### src/rtl/uart_pkg.sv
// -----------------------------------------------------------------------------
// uart_pkg
// Shared definitions for the UART transmit/receive path: the transmit
// arbiter FSM state encoding and the frame-width / CTS synchronizer
// depth defaults used by the arbiter, serializer and receiver.
// -----------------------------------------------------------------------------
package uart_pkg;

   localparam int UART_DATA_BITS   = 8;
   localparam int UART_SYNC_STAGES = 3;

   typedef enum logic [1:0] {
      ST_IDLE      = 2'd0,
      ST_START     = 2'd1,
      ST_WAIT_BUSY = 2'd2,
      ST_WAIT_DONE = 2'd3
   } tx_state_t;

endpackage : uart_pkg

### src/rtl/rr_arbiter.sv
// -----------------------------------------------------------------------------
// rr_arbiter
// Purely combinational round-robin priority rotate. The search starts at
// index ptr and walks ptr+1, ptr+2, ... modulo N; the first asserted
// request wins.
//
// Ports:
//   req       in   N      request vector
//   ptr       in   IDX_W  highest-priority index (must be < N)
//   grant     out  N      one-hot grant (all zero when no request)
//   grant_idx out  IDX_W  encoded index of the granted request
//   any_req   out  1      at least one request is asserted
// -----------------------------------------------------------------------------
module rr_arbiter #(
   parameter int N     = 4,
   parameter int IDX_W = (N > 1) ? $clog2(N) : 1
) (
   input  logic [N-1:0]     req,
   input  logic [IDX_W-1:0] ptr,
   output logic [N-1:0]     grant,
   output logic [IDX_W-1:0] grant_idx,
   output logic             any_req
);

   // Modulo-N rotate done in int arithmetic so a non-power-of-2 N can
   // never produce an index at or beyond N.
   function automatic logic [IDX_W-1:0] rot_idx(input logic [IDX_W-1:0] p,
                                                input int off);
      int sum;
      sum = int'(p) + off;
      if (sum >= N) begin
         sum = sum - N;
      end
      return IDX_W'(sum);
   endfunction

   always_comb begin
      grant     = '0;
      grant_idx = '0;
      any_req   = |req;
      // Walk from the farthest offset back to ptr so that the closest
      // asserted request is the last assignment and therefore wins.
      for (int off = N - 1; off >= 0; off--) begin
         if (req[rot_idx(ptr, off)]) begin
            grant_idx = rot_idx(ptr, off);
         end
      end
      if (any_req) begin
         grant[grant_idx] = 1'b1;
      end
   end

endmodule : rr_arbiter

### src/rtl/uart_tx_arbiter.sv
// -----------------------------------------------------------------------------
// uart_tx_arbiter
// Shares one UART byte serializer between NUM_REQ requesters with
// round-robin priority, holds off new frames while the FTDI CTS# pin is
// deasserted, and runs the serializer's start/busy handshake with a
// watchdog on the busy acknowledge.
//
// Ports:
//   clk         in   1                  system clock
//   rst         in   1                  asynchronous active-high reset
//   req_valid   in   NUM_REQ            per-requester byte available
//   req_data    in   NUM_REQ*DATA_BITS  requester i at [i*DATA_BITS +: DATA_BITS]
//   req_ready   out  NUM_REQ            one-hot accept (transfer on valid&ready)
//   cts_n       in   1                  raw CTS#, active-low, asynchronous
//   tx_start    out  1                  one-cycle start pulse to serializer
//   tx_data     out  DATA_BITS          byte held for the serializer
//   tx_busy     in   1                  serializer busy for the whole frame
//   grant_id    out  clog2(NUM_REQ)     index of the last granted requester
//   err_timeout out  1                  sticky: serializer never went busy
// -----------------------------------------------------------------------------
module uart_tx_arbiter
   import uart_pkg::*;
#(
   parameter int NUM_REQ      = 4,
   parameter int DATA_BITS    = UART_DATA_BITS,
   parameter int SYNC_STAGES  = UART_SYNC_STAGES,
   parameter int BUSY_TIMEOUT = 15
) (
   input  logic                           clk,
   input  logic                           rst,
   input  logic [NUM_REQ-1:0]             req_valid,
   input  logic [NUM_REQ*DATA_BITS-1:0]   req_data,
   output logic [NUM_REQ-1:0]             req_ready,
   input  logic                           cts_n,
   output logic                           tx_start,
   output logic [DATA_BITS-1:0]           tx_data,
   input  logic                           tx_busy,
   output logic [$clog2(NUM_REQ)-1:0]     grant_id,
   output logic                           err_timeout
);

   localparam int IDX_W = $clog2(NUM_REQ);
   localparam int CNT_W = $clog2(BUSY_TIMEOUT + 1);

   tx_state_t              state_reg, state_next;
   logic [IDX_W-1:0]       ptr_reg, ptr_next;
   logic [CNT_W-1:0]       cnt_reg, cnt_next;
   logic [DATA_BITS-1:0]   tx_data_reg, tx_data_next;
   logic [IDX_W-1:0]       grant_id_reg, grant_id_next;
   logic                   err_reg, err_next;
   logic [SYNC_STAGES-1:0] cts_sync_reg;

   logic                   clear_to_send;
   logic [NUM_REQ-1:0]     arb_grant;
   logic [IDX_W-1:0]       arb_idx;
   logic                   arb_any;
   logic [IDX_W-1:0]       ptr_after;

   // CTS# synchronizer; resets to all ones so the link starts "not clear".
   always_ff @(posedge clk or posedge rst) begin
      if (rst) begin
         cts_sync_reg <= '1;
      end else begin
         cts_sync_reg <= {cts_sync_reg[SYNC_STAGES-2:0], cts_n};
      end
   end

   assign clear_to_send = ~cts_sync_reg[SYNC_STAGES-1];

   rr_arbiter #(
      .N     (NUM_REQ),
      .IDX_W (IDX_W)
   ) u_rr_arbiter (
      .req       (req_valid),
      .ptr       (ptr_reg),
      .grant     (arb_grant),
      .grant_idx (arb_idx),
      .any_req   (arb_any)
   );

   // Priority moves to the requester after the one just served, so a
   // continuously valid requester waits at most NUM_REQ frames.
   assign ptr_after = (grant_id_reg == IDX_W'(NUM_REQ - 1)) ? '0
                                                           : grant_id_reg + IDX_W'(1);

   always_ff @(posedge clk or posedge rst) begin
      if (rst) begin
         state_reg    <= ST_IDLE;
         ptr_reg      <= '0;
         cnt_reg      <= '0;
         tx_data_reg  <= '0;
         grant_id_reg <= '0;
         err_reg      <= 1'b0;
      end else begin
         state_reg    <= state_next;
         ptr_reg      <= ptr_next;
         cnt_reg      <= cnt_next;
         tx_data_reg  <= tx_data_next;
         grant_id_reg <= grant_id_next;
         err_reg      <= err_next;
      end
   end

   always_comb begin
      state_next    = state_reg;
      ptr_next      = ptr_reg;
      cnt_next      = cnt_reg;
      tx_data_next  = tx_data_reg;
      grant_id_next = grant_id_reg;
      err_next      = err_reg;
      req_ready     = '0;
      tx_start      = 1'b0;

      case (state_reg)
         ST_IDLE: begin
            // CTS only gates the decision to begin a new frame.
            if (clear_to_send && arb_any) begin
               req_ready     = arb_grant;
               tx_data_next  = req_data[int'(arb_idx)*DATA_BITS +: DATA_BITS];
               grant_id_next = arb_idx;
               state_next    = ST_START;
            end
         end
         ST_START: begin
            tx_start   = 1'b1;
            cnt_next   = '0;
            state_next = ST_WAIT_BUSY;
         end
         ST_WAIT_BUSY: begin
            if (tx_busy) begin
               state_next = ST_WAIT_DONE;
            end else if (cnt_reg == CNT_W'(BUSY_TIMEOUT - 1)) begin
               // Counter would reach BUSY_TIMEOUT on this edge: give up
               // and drop the byte.
               err_next   = 1'b1;
               ptr_next   = ptr_after;
               state_next = ST_IDLE;
            end else begin
               cnt_next = cnt_reg + CNT_W'(1);
            end
         end
         ST_WAIT_DONE: begin
            if (!tx_busy) begin
               ptr_next   = ptr_after;
               state_next = ST_IDLE;
            end
         end
         default: begin
            state_next = ST_IDLE;
         end
      endcase
   end

   assign tx_data     = tx_data_reg;
   assign grant_id    = grant_id_reg;
   assign err_timeout = err_reg;

endmodule : uart_tx_arbiter

### config.mk
export PLATFORM = sky130hd
export DESIGN_NAME = uart_tx_arbiter
export DESIGN_NICKNAME = d
export VERILOG_FILES = /design/src/rtl/uart_pkg.sv /design/src/rtl/rr_arbiter.sv /design/src/rtl/uart_tx_arbiter.sv
export SDC_FILE = /design/constraint.sdc
export NUM_CORES = 1
export LEC_CHECK = 0
export ABC_CLOCK_PERIOD_IN_PS = 5250
export CAP_MARGIN = 20
export CORE_UTILIZATION = 40
export DETAILED_ROUTE_END_ITERATION = 10
export GPL_ROUTABILITY_DRIVEN = 0
export PLACE_DENSITY = 0.83
export SLEW_MARGIN = 40
export SYNTH_ARGS = -nofsm -noshare
export SYNTH_HDL_FRONTEND = slang
export SYNTH_SLANG_ARGS = --single-unit
### constraint.sdc
create_clock -name clk -period 5.25 [get_ports clk]
set_input_delay 1.05 -clock clk [delete_from_list [all_inputs] [get_ports clk]]
set_output_delay 1.05 -clock clk [all_outputs]
set_load 0.02 [all_outputs]
# Yosys cells after proc, flatten, opt, wreduce, memory -nomap -nowiden
# Cells that the tools add are included.
[word_totals]
inputBits = 40
out_inout_bits = 16
regBits = 22
elab_cells = 86
[classes]
bitwise_logic = 2
order_cmp = 10
add_sub_neg = 9
reduce_logical = 11
n_mux = 35
shift = 1
eq_ne = 11
[ops]
columns = ["op", "count"]
rows = [
  ["two-way mux 2 bit", 16],
  ["indexed part select 32 x 6 -> 8 bit", 1],
  ["two-way mux 4 bit", 5],
  ["< comparator 2 x 3 -> 1 bit (second input constant)", 5],
  ["!= test 2 bit (second input constant)", 5],
  ["greater-or-equal comparator 3 bit (second input constant)", 3],
  ["AND reduction 3 bit", 3],
  ["binary-select mux 1 bit (select 2 bit)", 4],
  ["case mux 2 bit (4 select lines)", 1],
  ["case mux 4 bit (2 select lines)", 1],
  ["subtractor 2 x 1 -> 2 bit (second input constant)", 4],
  ["adder 2 x 2 -> 3 bit (second input constant)", 2],
  ["equality test 2 bit (second input constant)", 3],
  ["two-way mux 1 bit", 6],
  ["adder 4 x 1 -> 4 bit (second input constant)", 1],
  ["equality test 4 bit (second input constant)", 1],
  ["case mux 2 bit (2 select lines)", 1],
  ["AND reduction 4 bit", 1],
  ["nonzero test 2 bit", 2],
  ["OR reduction 4 bit", 1],
  ["adder 2 x 1 -> 3 bit (second input constant)", 1],
  ["greater-or-equal comparator 2 x 3 -> 1 bit (second input constant)", 1],
  ["!= test 3 bit (second input constant)", 1],
  ["adder 2 x 1 -> 2 bit (second input constant)", 1],
  ["other kinds (7)", 9],
]

# Longest topological paths before layout
[depth]
word_depth = 16
mapped_depth = 7
mapped_depth_nobuf = 7

# Modules after synthesis
# A second synthesis with hierarchy kept.
[unflattened]
hier_cells = 113
hier_area_um2 = 1348.8
[modules_own_cells]
columns = ["module", "n_inst", "cells_each", "area_each_um2", "seq_area_each_um2"]
rows = [
  ["uart_tx_arbiter", 1, 79, 1129.8, 554.3],
  ["rr_arbiter", 1, 34, 219.0, 0.0],
]

# Worst setup path before layout
# OpenSTA, ideal clock, no wires.
[synth_path]
path_type = "input to output"
startpoint = "input req_valid[1]"
endpoint = "output req_ready[0]"
slack_ps = 1811
path_buffers = 1
arrival_time_ps = 2389
t_required_ps = 4200
cell_stages = 5
cell_sequence = "nor4_1 > nor4_2 > o21ai_2 > buf_2 > nor3_1"
[synth_via]
elab_chain_len = 13
word_cells_on_any_way = 22
cone_classes = "order compare (2); mux (17); reduce/logical (3)"
[synth_rtl]
columns = ["item", "line_no", "text"]
rows = [
  ["start: declaration", "uart_tx_arbiter.sv:31", "input logic [NUM_REQ-1:0] req_valid,"],
  ["binary-select mux 1 bit (select 2 bit)", "rr_arbiter.sv:44", "if (req[rot_idx(ptr, off)]) begin"],
  ["two-way mux 1 bit (not written as such)", "rr_arbiter.sv:44", ""],
  ["two-way mux 2 bit (4 in series)", "rr_arbiter.sv:44", ""],
  ["< comparator 2 x 3 -> 1 bit (not written as such) or greater-or-equal comparator 2 x 1 -> 1 bit (tied branches)", "rr_arbiter.sv:49", "grant[grant_idx] = 1'b1;"],
  ["logical AND 1 bit (not written as such)", "rr_arbiter.sv:49", ""],
  ["two-way mux 1 bit (not written as such)", "rr_arbiter.sv:49", ""],
  ["demux 1 bit (select 2 bit)", "-", ""],
  ["two-way mux 4 bit", "rr_arbiter.sv:48", "if (any_req) begin"],
  ["two-way mux 4 bit (*)", "uart_tx_arbiter.sv:117", "if (clear_to_send && arb_any) begin"],
  ["two-way mux 4 bit (*)", "uart_tx_arbiter.sv:114", "case (state_reg)"],
  ["end: declaration", "uart_tx_arbiter.sv:33", "output logic [NUM_REQ-1:0] req_ready,"],
]
# Mark *: on every way between the ends. The rest lies on a longest branch, timed or not. The select of a mux whose other input is x is not followed.

# Worst setup path in the final report
[layout_path]
startpoint = "input req_valid[3]"
endpoint = "output req_ready[2]"
# Same word-level chain as after synthesis.

==> out/qor.txt <==
=================================================================================
CTS buffer count                                                                3
Crit path DAT                                                             3.45 ns
Sw Share                                                                    0.403
CP Data Required Time                                                     4.20 ns
Synth Flop Type                                                      sky130_fd_sc_hd__dfrtp_1
Maximum number of pins on one net before global-route repair                   23
Vias in the first global route                                              1,230
Final setup violating endpoints                                                 0
Drt wl/cell                                                               15.5 um
FF+latch count, synth                                                          22
Total I/O pin count                                                            56
Maximum clock insertion buffer count                                            2
CTS tree                                                                     done
Number of vias per cell                                                      5.43
Number of library cell types mapped by synthesis                               36
Overall global routing resource usage                                       0.218
Most area-hungry cell type in the Yosys netlist                      sky130_fd_sc_hd__dfrtp_1
Category of the worst setup path launch point                          input port
Relative area change from synthesis to final layout                         50.0%
Number of slew-limit violations in the final report                             0
Sequential share of power                                                   0.346
Die extent in x                                                           59.0 um
Crit path max fanout                                                           20
Post-DP HPWL                                                              2.82 mm
Hold Fails Final Rpt                                                            0
Post-Syn Nets                                                                 175
Number of flip-flops under the largest register name                            8
Comb power frac                                                             0.518
Multi-input logic area                                                  698 sq um
Cell area power density                                               466 nW/um^2
Clock transition at path regs                                             0.12 ns
Post-cts hold buffer count                                                      0
Wirelength, routed                                                        3.57 mm
Number of clock sinks                                                          22
Post-synth EDFFs                                                                0
TNS Setup                                                                    0 ns
Slew at the pin with the worst max-slew slack                            0.649 ns
Status                                                               finished clean
Shortest clock period the worst path allows after layout                  4.50 ns
Async SR Flop Fraction                                                       1.00
Max-capacitance violation count                                                 0
Area of the placeable core                                             3080 sq um
IR drop worst, VDD                                                       0.230 mV
Post-synthesis cell area                                               1300 sq um
CTS Root Buffer Type                                                 sky130_fd_sc_hd__clkbuf_4
Seq/Total Area, Yosys                                                       0.427
Initial antenna violation count                                                 0
Clock share of power                                                        0.137
Final Skew                                                             0.00108 ns
Flip-flop and latch area                                                554 sq um
Worst relative slew slack                                                   0.563
Antenna Nets Post-Route                                                         0
Clock insertion delay at the later pin of the skew report                 0.29 ns
Port-buffer cells                                                              55
FP Rows                                                                        20
Syn. warnings                                                                   0
Initial standard-cell utilization of the core                               0.422
Achievable frequency                                                    0.222 GHz
Portion of synthesized cell area occupied by the leading cell type          0.366
# placed instances                                                            226
Net total in the final layout                                                 230
Unrepaired setup endpoints after global routing                                no
Post-synthesis instance total                                                 132
Count of vias placed by the detailed router                                 1,250
Diode insertion count for antenna repair                                        0
Fillers                                                                       249
Deepest level of the CTS H-tree                                                 1
Die Footprint                                                          3480 sq um
Net switching component of the power                                       365 uW
Start-to-end type of the worst setup path                                  in2out
Path type of the worst min-delay path                                     reg2reg
Grt total ovfl                                                                  0
Final period utilization                                                    0.857
Detailed Routing Iterations Pass 1                                              5
Global-route wire length before repair                                    5.78 mm
P_leak                                                                0.000775 uW
Overall die height                                                        59.0 um
Post-route DRC                                                                  0
First-iteration detailed-routing DRC count                                    127
Layout cell share with drive strength beyond 1                              0.113
Internal power consumption                                                 542 uW
CP endpoint kind                                                      output port
Number of cells in the finished layout apart from fillers                     230
Area contributors post-synth                                         sky130_fd_sc_hd__dfrtp_1 (37%), sky130_fd_sc_hd__mux2i_1 (9.2%), sky130_fd_sc_hd__dfstp_2 (6.1%)
Mean cell area of the mapped netlist                                   9.84 sq um
Setup fix buffers added after clock tree synthesis                              0
Number of instances resized during post-cts repair                              0
=================================================================================
[critical path, stage by stage]
cell	delay, ns
sky130_fd_sc_hd__clkdlybuf4s50_1	0.55
sky130_fd_sc_hd__nor4_1	0.12
sky130_fd_sc_hd__or4_4	0.56
sky130_fd_sc_hd__or3_4	0.43
sky130_fd_sc_hd__nor3_2	0.11
sky130_fd_sc_hd__clkdlybuf4s50_1	0.63
[stage by stage]
step           setup slack (ns)  hold slack [ns]  utilization  instance area [sq um]  total power [uW]
6_report                  0.749            0.364        0.633                   1950               907
5_1_grt                   0.661            0.371        0.633                   1950               963
4_1_cts                   0.590            0.365        0.630                   1940               906
3_5_place_dp              0.606            0.347        0.613                   1890               779
3_3_place_gp              0.786            0.347        0.613                   1890               762
2_1_floorplan              1.81            0.345            -                   1300               589
[logic make-up after synthesis]
group | Yosys count | synth area share
adder cells (fa/ha/maj) | 3 | 0.0289
AO/OA/AOI/OAI | 34 | 0.177
multiplexers | 13 | 0.101
flip-flops | 22 | 0.427
buffers and inverters | 12 | 0.0472
AND/OR/NAND/NOR | 48 | 0.219
[per-layer routing]
layer  up-vias  track usage  wire, um
li1        615            -         -
met1       576        0.265      1440
met2        53        0.416      1900
met3         6       0.0306       186
met4         0       0.0272        43
met5         -            0         0
[cell usage in the layout, fill, tap and decap left out, drive strengths merged, types with 3 or more instances in the layout]
master	netlist	final
ha	3	3
nor2	9	9
o32ai	8	8
mux2i	12	12
clkbuf	1	3
nor2b	5	5
o21ai	15	15
nand2b	3	3
dfstp	3	3
inv	4	4
nand2	5	5
dfrtp	19	19
nor3	10	10
nor4	11	11
buf	7	3
clkdlybuf4s50	0	55
[power groups by stage]
| stage | Clock (uW) | Sequential [uW] | Combinational [uW] |
|---|---|---|---|
| final | 124 | 314 | 470 |
| after global routing | 135 | 323 | 505 |
| after CTS | 129 | 309 | 469 |
| after detailed placement | 0 | 312 | 467 |
| after global placement | 0 | 308 | 453 |
| after floorplan | 0 | 330 | 260 |
[layout make-up]
| cell class | instances | area share |
|---|---|---|
| clock buffers | 3 | 0.0116 |
| clock inverters | 1 | 0.0154 |
| inverters | 4 | 0.00771 |
| multi-input cells | 98 | 0.358 |
| flip-flops and latches | 22 | 0.285 |
| well taps | 44 | 0.0283 |
| repair buffers | 58 | 0.294 |
[cells in the mapped netlist, drive strengths merged, types with 3 or more instances]
cell type and instances:
o32ai 8, dfstp 3, ha 3, nand2b 3, dfrtp 19, o21ai 15
buf 7, mux2i 12, nor4 11, inv 4, nor3 10, nor2 9
nand2 5, nor2b 5
[final timing paths]
check / slack (ns) / to / startpoint / cells past startpoint
setup / recovery: 0.75 / req_ready[2] / req_valid[3] / 6
hold / removal: 0.36 / cts_sync_reg[2] / cts_sync_reg[1] / 0
setup reg to reg: 3.08 / tx_data[1] / ptr_reg[0] / 7
hold reg to reg: 0.36 / cts_sync_reg[2] / cts_sync_reg[1] / 0
max in group asynchronous: 3.86 / cts_sync_reg[2] / rst / 2
min in group asynchronous: 1.06 / tx_data[1] / rst / 2
(Power assumes the default switching activity.)
